<file path="src/rtl/pipeline_hazard_ctrl_pkg.sv">
// Shared constants for the pipeline hazard controller: Y86 icodes, status
// codes and the controller FSM state type.
package pipeline_hazard_ctrl_pkg;

  localparam logic [3:0] IHALT   = 4'h0;
  localparam logic [3:0] INOP    = 4'h1;
  localparam logic [3:0] IRRMOVQ = 4'h2;
  localparam logic [3:0] IIRMOVQ = 4'h3;
  localparam logic [3:0] IRMMOVQ = 4'h4;
  localparam logic [3:0] IMRMOVQ = 4'h5;
  localparam logic [3:0] IOPQ    = 4'h6;
  localparam logic [3:0] IJXX    = 4'h7;
  localparam logic [3:0] ICALL   = 4'h8;
  localparam logic [3:0] IRET    = 4'h9;
  localparam logic [3:0] IPUSHQ  = 4'hA;
  localparam logic [3:0] IPOPQ   = 4'hB;

  localparam int unsigned SBUB = 0;
  localparam int unsigned SAOK = 1;
  localparam int unsigned SHLT = 2;
  localparam int unsigned SADR = 3;
  localparam int unsigned SINS = 4;

  typedef enum logic [1:0] {
    RUN       = 2'd0,
    LOAD_WAIT = 2'd1,
    HALT      = 2'd2
  } hz_state_t;

endpackage

</file>
<file path="src/rtl/pipeline_hazard_ctrl_sat_counter.sv">
// Saturating up-counter used for the hazard performance counters.
module sat_counter #(
  parameter int W = 16
) (
  input  logic         clk_i,
  input  logic         rst_i,
  input  logic         inc_i,
  output logic [W-1:0] cnt_o
);

  // Count up on inc_i, sticking at all-ones instead of wrapping.
  always_ff @(posedge clk_i) begin
    if (rst_i) begin
      cnt_o <= '0;
    end else if (inc_i && (cnt_o != {W{1'b1}})) begin
      cnt_o <= cnt_o + 1'b1;
    end
  end

endmodule

</file>
<file path="src/rtl/pipeline_hazard_ctrl.sv">
// Stall/bubble control for the F/D/E/M/W pipeline registers with
// multi-cycle load-use handling, latched exception halt and saturating
// hazard performance counters.
//
//   state     | meaning
//   ----------+--------------------------------------------------------
//   RUN       | normal flow, combinational hazards decide stall/bubble
//   LOAD_WAIT | extra load-use stall cycles while the load result is late
//   HALT      | exception reached W; pipe frozen until reset
module pipeline_hazard_ctrl
  import pipeline_hazard_ctrl_pkg::*;
#(
  parameter int LOAD_LAT = 1,
  parameter int CNT_W    = 16,
  parameter int STAT_W   = 3
) (
  input  logic              clk_i,
  input  logic              rst_i,
  input  logic [3:0]        D_icode_i,
  input  logic [3:0]        d_srcA_i,
  input  logic [3:0]        d_srcB_i,
  input  logic [3:0]        E_icode_i,
  input  logic [3:0]        E_dstM_i,
  input  logic              E_branch_taken_i,
  input  logic              e_Cnd_i,
  input  logic [3:0]        M_icode_i,
  input  logic [STAT_W-1:0] m_stat_i,
  input  logic [STAT_W-1:0] W_stat_i,
  input  logic              h_memory_access_i,
  output logic              F_stall_o,
  output logic              D_stall_o,
  output logic              E_stall_o,
  output logic              M_stall_o,
  output logic              W_stall_o,
  output logic              D_bubble_o,
  output logic              E_bubble_o,
  output logic              M_bubble_o,
  output logic              W_bubble_o,
  output logic              halted_o,
  output logic [CNT_W-1:0]  cnt_loaduse_o,
  output logic [CNT_W-1:0]  cnt_mispredict_o,
  output logic [CNT_W-1:0]  cnt_memwait_o
);

  function automatic logic is_exc(input logic [STAT_W-1:0] s);
    return (s == STAT_W'(SADR)) || (s == STAT_W'(SINS)) || (s == STAT_W'(SHLT));
  endfunction

  hz_state_t  state_q, state_d;
  logic [2:0] wait_q, wait_d;
  logic       load_use, ret, mispredict, exc_w, exc_m;
  logic       inc_lu, inc_mp, inc_mw;

  // Raw hazard detection from the decode/execute/memory stage fields.
  always_comb begin
    load_use   = ((E_icode_i == IMRMOVQ) || (E_icode_i == IPOPQ)) &&
                 ((E_dstM_i == d_srcB_i) ||
                  ((E_dstM_i == d_srcA_i) &&
                   !((D_icode_i == IRMMOVQ) || (D_icode_i == IPUSHQ))));
    ret        = (D_icode_i == IRET) || (E_icode_i == IRET) || (M_icode_i == IRET);
    mispredict = (E_icode_i == IJXX) && (e_Cnd_i ^ E_branch_taken_i);
    exc_w      = is_exc(W_stat_i);
    exc_m      = is_exc(m_stat_i);
  end

  // Next-state and stall/bubble outputs; priority HALT > mem > LOAD_WAIT > hazards.
  always_comb begin
    state_d    = state_q;
    wait_d     = wait_q;
    F_stall_o  = 1'b0;
    D_stall_o  = 1'b0;
    E_stall_o  = 1'b0;
    M_stall_o  = 1'b0;
    W_stall_o  = 1'b0;
    D_bubble_o = 1'b0;
    E_bubble_o = 1'b0;
    M_bubble_o = 1'b0;
    W_bubble_o = 1'b0;
    inc_lu     = 1'b0;
    inc_mp     = 1'b0;
    inc_mw     = 1'b0;
    if (rst_i) begin
      D_bubble_o = 1'b1;
      E_bubble_o = 1'b1;
      M_bubble_o = 1'b1;
      W_bubble_o = 1'b1;
    end else if (state_q == HALT) begin
      F_stall_o  = 1'b1;
      D_stall_o  = 1'b1;
      W_stall_o  = 1'b1;
      E_bubble_o = 1'b1;
      M_bubble_o = 1'b1;
    end else begin
      M_bubble_o = exc_w | exc_m;
      W_stall_o  = exc_w;
      inc_mp     = mispredict & ~h_memory_access_i;
      if (h_memory_access_i) begin
        F_stall_o  = 1'b1;
        D_stall_o  = 1'b1;
        E_stall_o  = 1'b1;
        M_stall_o  = ~(exc_w | exc_m);
        W_bubble_o = ~exc_w;
        inc_mw     = 1'b1;
      end else if (state_q == LOAD_WAIT) begin
        F_stall_o  = 1'b1;
        D_stall_o  = 1'b1;
        E_bubble_o = 1'b1;
        inc_lu     = 1'b1;
        wait_d     = wait_q - 3'd1;
        if (wait_q == 3'd1) state_d = RUN;
      end else begin
        // A mispredict squashes the wrong path, so a coincident load-use
        // must neither hold D nor start the extra wait cycles.
        F_stall_o  = load_use | ret;
        D_stall_o  = load_use & ~mispredict;
        E_bubble_o = load_use | mispredict;
        D_bubble_o = mispredict | (ret & ~load_use);
        inc_lu     = load_use & ~mispredict;
        if (load_use && !mispredict && (LOAD_LAT > 1)) begin
          state_d = LOAD_WAIT;
          wait_d  = 3'(LOAD_LAT - 1);
        end
      end
      if (exc_w) state_d = HALT;
    end
  end

  // FSM state and load-wait down-counter registers.
  always_ff @(posedge clk_i) begin
    if (rst_i) begin
      state_q <= RUN;
      wait_q  <= 3'd0;
    end else begin
      state_q <= state_d;
      wait_q  <= wait_d;
    end
  end

  assign halted_o = (state_q == HALT);

  sat_counter #(.W(CNT_W)) u_cnt_loaduse (
    .clk_i (clk_i),
    .rst_i (rst_i),
    .inc_i (inc_lu),
    .cnt_o (cnt_loaduse_o)
  );

  sat_counter #(.W(CNT_W)) u_cnt_mispredict (
    .clk_i (clk_i),
    .rst_i (rst_i),
    .inc_i (inc_mp),
    .cnt_o (cnt_mispredict_o)
  );

  sat_counter #(.W(CNT_W)) u_cnt_memwait (
    .clk_i (clk_i),
    .rst_i (rst_i),
    .inc_i (inc_mw),
    .cnt_o (cnt_memwait_o)
  );

endmodule

</file>
<file path="config.mk">
export PLATFORM = sky130hd
export DESIGN_NAME = pipeline_hazard_ctrl
export DESIGN_NICKNAME = d
export VERILOG_FILES = /design/src/rtl/pipeline_hazard_ctrl_pkg.sv /design/src/rtl/pipeline_hazard_ctrl_sat_counter.sv /design/src/rtl/pipeline_hazard_ctrl.sv
export SDC_FILE = /design/constraint.sdc
export NUM_CORES = 1
export LEC_CHECK = 0
export CORE_MARGIN = 2
export CORE_UTILIZATION = 41
export CTS_BUF_LIST = sky130_fd_sc_hd__clkbuf_16
export CTS_CLUSTER_SIZE = 8
export DETAILED_ROUTE_END_ITERATION = 16
export HOLD_SLACK_MARGIN = 0.05
export PLACE_DENSITY = 0.76
export SLEW_MARGIN = 20
export SYNTH_ARGS = -nofsm -noshare
export SYNTH_HDL_FRONTEND = slang
export SYNTH_SLANG_ARGS = --single-unit
</file>
<file path="constraint.sdc">
create_clock -name clk_i -period 1.65 [get_ports clk_i]
set_input_delay 0.33 -clock clk_i [delete_from_list [all_inputs] [get_ports clk_i]]
set_output_delay 0.33 -clock clk_i [all_outputs]
set_load 0.005 [all_outputs]
</file>
======== After elaboration in Yosys (flattened, before gate mapping) ========
Cells that the tools add are included.
operators by class
  add/sub/neg operators ................... 4
  equality and inequality tests ........... 23
  multiplexer cells ....................... 38
  bitwise gates (word level) .............. 14
  reduce and logical (&&, ||, !) cells .... 20
operators by type and width
  operator                                                                 count
  16-bit by 1-bit adder with 16-bit output, second input constant          3
  16-bit inequality test, second input constant                            3
  1-bit 2-to-1 mux                                                         34
  4-bit equality test, second input constant                               5
  3-bit by 2-bit equality test with 1-bit output, second input constant    4
  4-bit by 3-bit equality test with 1-bit output, second input constant    3
  1-bit logical OR                                                         9
  4-bit equality test                                                      2
  2-bit 2-to-1 mux                                                         4
  3-bit equality test, second input constant                               2
  1-bit logical AND                                                        6
  1-bit NOT                                                                6
  1-bit bitwise OR                                                         4
  4-bit AND reduction                                                      1
  2-bit nonzero test                                                       2
  1-bit AND                                                                3
  3-bit by 1-bit equality test with 1-bit output, second input constant    1
  3-bit AND reduction                                                      1
  3-bit by 1-bit subtractor with 3-bit output, second input constant       1
  2-bit by 1-bit equality test with 1-bit output, second input constant    1
  2-bit equality test, second input constant                               1
  2-bit by 1-bit inequality test with 1-bit output, second input constant  1
  1-bit zero test                                                          1
  1-bit bitwise XOR                                                        1
word-level totals
  bits in registers ....................... 53
  input port bits ......................... 35
  output and inout port bits .............. 58

======== Logic depth before layout (Yosys ltp) ========
  word-level depth ........................ 13
  depth in mapped cells ................... 7
  gate-level depth less buffers ........... 6

======== Modules after synthesis ========
A second synthesis with hierarchy kept.
second synthesis, totals
  cells, all modules ...................... 344
  area, all modules ....................... 2927.8 µm²
modules (own cells, without submodules)
  module                times used  cells an instance  area each (µm²)  seq. area each (µm²)
  sat_counter           3           99                 848.3            320.3
  pipeline_hazard_ctrl  1           47                 382.9            20.0

======== Least setup slack after synthesis ========
Ideal clock, no wire load.
  kind .................................... register -> register
  from .................................... reg u_cnt_loaduse.cnt_o[0]
  to ...................................... reg u_cnt_loaduse.cnt_o[1]
  arrival ................................. 1699 ps
  data required time ...................... 1529 ps
  setup slack ............................. -169 ps
  stages on the path, launching flop included .. 8
  buffers on the path ..................... 1
  cell sequence ........................... dfxtp_1 > ha_1 > nand4_1 > nor4_4 > nand2b_1 > buf_1 > nor2_1 > mux2_2
between the ends
  word-level cells in the longest chain between the ends .. 2
  elaborated cells on any way between the ends .. 3
RTL lines
  element                                                                           RTL line                                text
  start: declaration                                                                pipeline_hazard_ctrl_sat_counter.sv:8   output logic [W-1:0] cnt_o
  start signal: assignment                                                          pipeline_hazard_ctrl_sat_counter.sv:16  cnt_o <= cnt_o + 1'b1;
  branches (longest 2 deep; another with 16-bit by 1-bit adder with 16-bit output)  -
Several ways; the timed one is not identified.
A chain may end at the register's enable or synchronous reset.

======== Worst setup path after layout ========
  from .................................... in D_icode_i[1]
  to ...................................... out F_stall_o
between the ends
  word-level cells in the longest chain between the ends .. 11
  elaborated cells on any way between the ends .. 15
RTL lines
  element                                                                                       RTL line                     text
  start: declaration                                                                            pipeline_hazard_ctrl.sv:19   input logic [3:0] D_icode_i,
  4-bit by 3-bit equality test with 1-bit output / 4-bit equality test (equally long branches)  pipeline_hazard_ctrl.sv:59   !((D_icode_i == IRMMOVQ) || (D_icode_i == IPUSHQ))));
  1-bit logical OR                                                                              pipeline_hazard_ctrl.sv:59
  1-bit zero test                                                                               pipeline_hazard_ctrl.sv:59
  1-bit logical AND                                                                             pipeline_hazard_ctrl.sv:58   ((E_dstM_i == d_srcA_i) &&
  1-bit logical OR                                                                              pipeline_hazard_ctrl.sv:57   ((E_dstM_i == d_srcB_i) ||
  1-bit logical AND                                                                             pipeline_hazard_ctrl.sv:56   load_use = ((E_icode_i == IMRMOVQ) || (E_icode_i == IPOPQ)) &&
  1-bit bitwise OR (*)                                                                          pipeline_hazard_ctrl.sv:114  F_stall_o = load_use | ret;
  1-bit 2-to-1 mux (*)                                                                          pipeline_hazard_ctrl.sv:104  end else if (state_q == LOAD_WAIT) begin
  1-bit 2-to-1 mux (*)                                                                          pipeline_hazard_ctrl.sv:97   if (h_memory_access_i) begin
  1-bit 2-to-1 mux (*)                                                                          pipeline_hazard_ctrl.sv:87   end else if (state_q == HALT) begin
  1-bit 2-to-1 mux (*)                                                                          pipeline_hazard_ctrl.sv:82   if (rst_i) begin
  end: declaration                                                                              pipeline_hazard_ctrl.sv:30   output logic F_stall_o,
Every way passes the cells marked *; elsewhere a longest branch is shown, timed or not.

==> impl.org <==
** Cells and area
- Of the cells placed in the final design, the portion with a size suffix greater than 1 is approximately 47%.
- Footprint of the flip-flops and latches :: 1010 um^2
- Compared with the post-synthesis result, the final layout area differs by 94.3%.
- 0 antenna diodes ended up in the layout.
- Non-filler cells in the finished layout :: 587
- After filler insertion, the fill cell instance count of the layout stands at 295.
- Multi-input gate area in the final layout :: 2250 um^2
- Final #Nets :: 547

** Synthesis
- Total of warnings raised by yosys :: 0
- Ranked by total cell area, the synthesized netlist is headed by sky130_fd_sc_hd__dfxtp_1 36%, sky130_fd_sc_hd__xor2_1 5.7%, sky130_fd_sc_hd__nor2_1 5.2%.
- Counting flops with a built-in enable in the synthesized netlist gives 0.
- Dividing the synthesized area by the synthesized cell count gives around 8.4 um^2.
- The synthesized design contains 49 register bits.
- The netlist uses 50 different library cells.
- Synthesized netlist net count :: 363
- Synthesis produced a netlist whose cell count is 325.
- Top-area cell type share of the netlist area :: 35.8%
- Post-synth top cells :: 49 x sky130_fd_sc_hd__dfxtp_1, 38 x sky130_fd_sc_hd__nor2_1, 26 x sky130_fd_sc_hd__nand2_1
- Most frequent cell after synthesis :: sky130_fd_sc_hd__dfxtp_1
- The cell area that synthesis handed to floorplanning was 2740 um^2.
- Of all flip-flops after synthesis, the portion carrying an async set or reset was 0%.
- Summing the sequential cell areas from Yosys gives about 36% of the chip area.
- In the synthesized netlist the dominant register cell turns out to be sky130_fd_sc_hd__dfxtp_1.
- Of all cell types, the one taking the most synthesized area is sky130_fd_sc_hd__dfxtp_1.

** Global route
- For met3 alone, demand over resource in global routing was roughly 5.3%.
- After global routing, the most crowded layer is met2.
- Remaining Overflow, GRT :: 0
- For this run, global-route usage on met2 was measured as 49.6%.
- GRT Total Usage :: 27.2%
- GR Layer Usage met1 :: between 30% and 40%
- Largest net degree at the start of global routing :: 16
- The first global-routing pass estimated about 16000 um of wire.
- Initial antenna violation count :: 0
- Via count of the first global-routing pass :: 3417

** Worst setup path
- In this run the critical register-to-register path is launched from state_q[1].
- Maximum net fanout on the critical path :: 3
- Worst Path Required :: 1.32 ns
- FF-to-FF setup slack :: -0.19 ns
- The worst setup path is launched from an input port.
- For the worst setup path, the data arrival time is roughly 1.8 ns.
- Worst path slowest cell :: sky130_fd_sc_hd__nor4_2
- The critical path in this run is classified as input port to output pin.
- The worst register-to-register path has a depth of 6.
- CP endpoint kind :: output pin
- Critical path, cell by cell :: buf_2 > nor4bb_4 > nor4_2 > a22oi_2 > buf_4 > buf_6 > buf_6 > a31oi_4 > buf_2
- In this run the critical register-to-register path is captured at u_cnt_loaduse.cnt_o[5].
- The critical path contains buffers and inverters numbering 5 combined.
- Gate family responsible for the most delay along the worst path :: buffers and inverters
- Delay of the slowest cell on the worst path :: 0.32 ns

** Placement
- In this run the tool buffered the top-level ports with 92 buffer cells.
- Routability congestion estimate from global placement :: 0.910
- Once detailed placement completed, the half-perimeter wirelength came to around 6400 um.
- Once placement completed, the tool counted placed cells totaling 548.

** Timing
- Post-route worst hold slack :: 0.533 ns
- Time the final worst path needs with I/O delays and setup :: 2.08 ns
- Headroom to the max-slew limit came out at 64.1%.
- Transition at the pin with the smallest max-transition slack :: ~0.53 ns
- Timing-limited maximum frequency :: 481 MHz
- Setup violations remaining at the end of the flow were counted as 41.
- Worst clock skew on the final layout :: slightly above 0.008 ns
- The count of final max-slew check failures was 0.
- Setup repair after global routing could not meet its margin everywhere.
- Worst-case setup margin in the final layout :: -0.428 ns
- Final critical-path share of the clock period :: 126%
- Number of hold violations in the final report :: 0
- Setup_tns :: -6.41 ns

** Floorplanning
- The region available for standard cell placement spans 6420 um^2.
- The floorplan step set the die width to 85.8 um.
- In this run the count of I/O pins placed on the die edge is 93.
- Die area :: approximately 7400 um^2
- Vertical extent of the die :: 85.8 um
- Initial cell density of the core :: 42.7%
- The floorplan has 29 rows.

** CTS
- Sink Count :: 49
- Clk pin slew, worst setup/hold paths :: 0.07 ns
- For this design, the CTS-stage hold fixing added 0 buffers.
- TritonCTS built the clock tree.
- In this run the number of H-tree levels came out at 2.
- Clock tree synthesis inserted a total of 5 buffers.
- The root buffer cell chosen for the clock tree is sky130_fd_sc_hd__clkbuf_16.
- Clock Path Buffers :: 2
- The clock reaches the later pin of the worst-skew pair after 0.30 ns.

** Pwr
- Reported leakage power :: 0.00214 uW
- IR analysis of the VDD net gives a maximum drop of 0.489 mV.
- Total power density per cell area :: 533 nW/um^2

** Run status
- The run finished, with violations left.
- Violations in the final reports :: DRC, setup timing

** Detailed routing
- Detailed-route DRC error count :: 2
- The count of nets left with antenna violations once routing finished came out at 0.
- After detailed routing, the total wire length is between 10000 and 15000 um.
- Summing over every cut layer, the via total after detailed routing is 3659.
- After the first detailed-routing iteration, the DRC count stood at 291.
- Detailed-router iteration count before antenna repair :: 13
- Dividing the detail-routed via count by the number of cells gives 6.23.
- In the final routed layout, each cell accounts on average for around 21 um.

** Flow run
- The tool flagged a number of max-cap violations equal to 0.

** Min path
- Hold wc startpoint :: u_cnt_memwait.cnt_o[6]
- The path class of the tightest hold or removal check is flop to flop.
- The worst hold path passes through 2 cells.
- For hold timing, the worst endpoint is u_cnt_memwait.cnt_o[6].
[cell families after synthesis]
kind of cell / share of synthesized area, %
AOI/OAI and AO/OA: 13.1
DFF: 35.8
muxes: 3.42
buffers and inverters: 3.42
and+or+nand+nor: 34.0
xor gates and xnor gates: 8.94
adders and majority gates: 1.37
[cell usage in the layout (no fill, tap or decap), types with 4 or more instances in the layout]
cell and instances:
sky130_fd_sc_hd__dfxtp_1 32, sky130_fd_sc_hd__nor2_4 4, sky130_fd_sc_hd__nor3_4 6, sky130_fd_sc_hd__clkbuf_16 5, sky130_fd_sc_hd__nand2_1 23, sky130_fd_sc_hd__buf_2 20
sky130_fd_sc_hd__or4_4 6, sky130_fd_sc_hd__buf_6 27, sky130_fd_sc_hd__mux2i_1 6, sky130_fd_sc_hd__inv_1 8, sky130_fd_sc_hd__clkdlybuf4s50_1 47, sky130_fd_sc_hd__xor2_1 14
sky130_fd_sc_hd__xor2_2 4, sky130_fd_sc_hd__buf_4 71, sky130_fd_sc_hd__xnor2_1 9, sky130_fd_sc_hd__o31ai_1 11, sky130_fd_sc_hd__nand3_1 12, sky130_fd_sc_hd__a21oi_2 10
sky130_fd_sc_hd__dlymetal6s2s_1 10, sky130_fd_sc_hd__or4_1 4, sky130_fd_sc_hd__dfxtp_4 4, sky130_fd_sc_hd__nand4_1 19, sky130_fd_sc_hd__nor2_1 32, sky130_fd_sc_hd__buf_8 4
sky130_fd_sc_hd__a21oi_1 7, sky130_fd_sc_hd__dfxtp_2 13, sky130_fd_sc_hd__nor4_4 7
[what timing repair did]
action | 4_1_cts | 5_1_grt
cloned | 4 | 0
endpoints found under the hold margin | 0 | 0
setup endpoints to repair | 61 | 63
resized for setup | 177 | 117
pin swaps | 40 | 56
setup buffers | 15 | 14
[layer usage]
metal,routed length (um),vias up
met3,989,79
met2,6380,275
met4,692,0
li1,-,1593
met1,4550,1712
met5,0,-
[state kept, by name, summed over array words and instances (netlist names)]
signal	flops
u_cnt_loaduse.cnt_o	16
u_cnt_memwait.cnt_o	16
u_cnt_mispredict.cnt_o	16
state_q	1
[worst max path at each step]
stage | start | to | cells past startpoint
CTS | D_icode_i[3] | E_bubble_o | 9
global placement | D_icode_i[0] | E_bubble_o | 7
detailed placement | D_icode_i[0] | E_bubble_o | 7
finish | D_icode_i[1] | F_stall_o | 9
global route | D_icode_i[1] | F_stall_o | 9
floorplan | D_icode_i[0] | E_bubble_o | 6
[stage by stage]
stage          setup slack, ns  utilization [%]  total power [uW]  cell area, um^2
2_1_floorplan           -0.112                -              1330             2820
3_3_place_gp            -0.953             66.5              1530             4270
3_5_place_dp            -0.997             66.5              1540             4270
4_1_cts                 -0.405             74.7              2740             4800
5_1_grt                 -0.465             83.0              2890             5330
6_report                -0.428             83.0              2840             5330
[layout make-up]
cell class,instances,area share [%]
flip-flops and latches,49,19.0
inverters,9,0.634
clock buffers,5,2.35
clock inverters,3,0.798
multi-input cells,254,42.3
well taps,77,1.81
repair buffers,190,33.2
[worst register-to-register path, cell delays in order, from the launching register on]
cell	delay [ns]
sky130_fd_sc_hd__dfxtp_2	0.34
sky130_fd_sc_hd__buf_6	0.14
sky130_fd_sc_hd__or3_4	0.42
sky130_fd_sc_hd__nor2_4	0.14
sky130_fd_sc_hd__nand2_1	0.10
sky130_fd_sc_hd__or4_4	0.45
sky130_fd_sc_hd__a21oi_2	0.19
[where the power goes]
group          switching [uW]  leakage [uW]  total, uW  internal, uW
sequential               6.09      0.000405       1190          1180
clock                     492     0.0000852       1210           714
combinational             218       0.00165        447           229
total                     716       0.00214       2840          2130
Power figures use the tool's default switching activity.
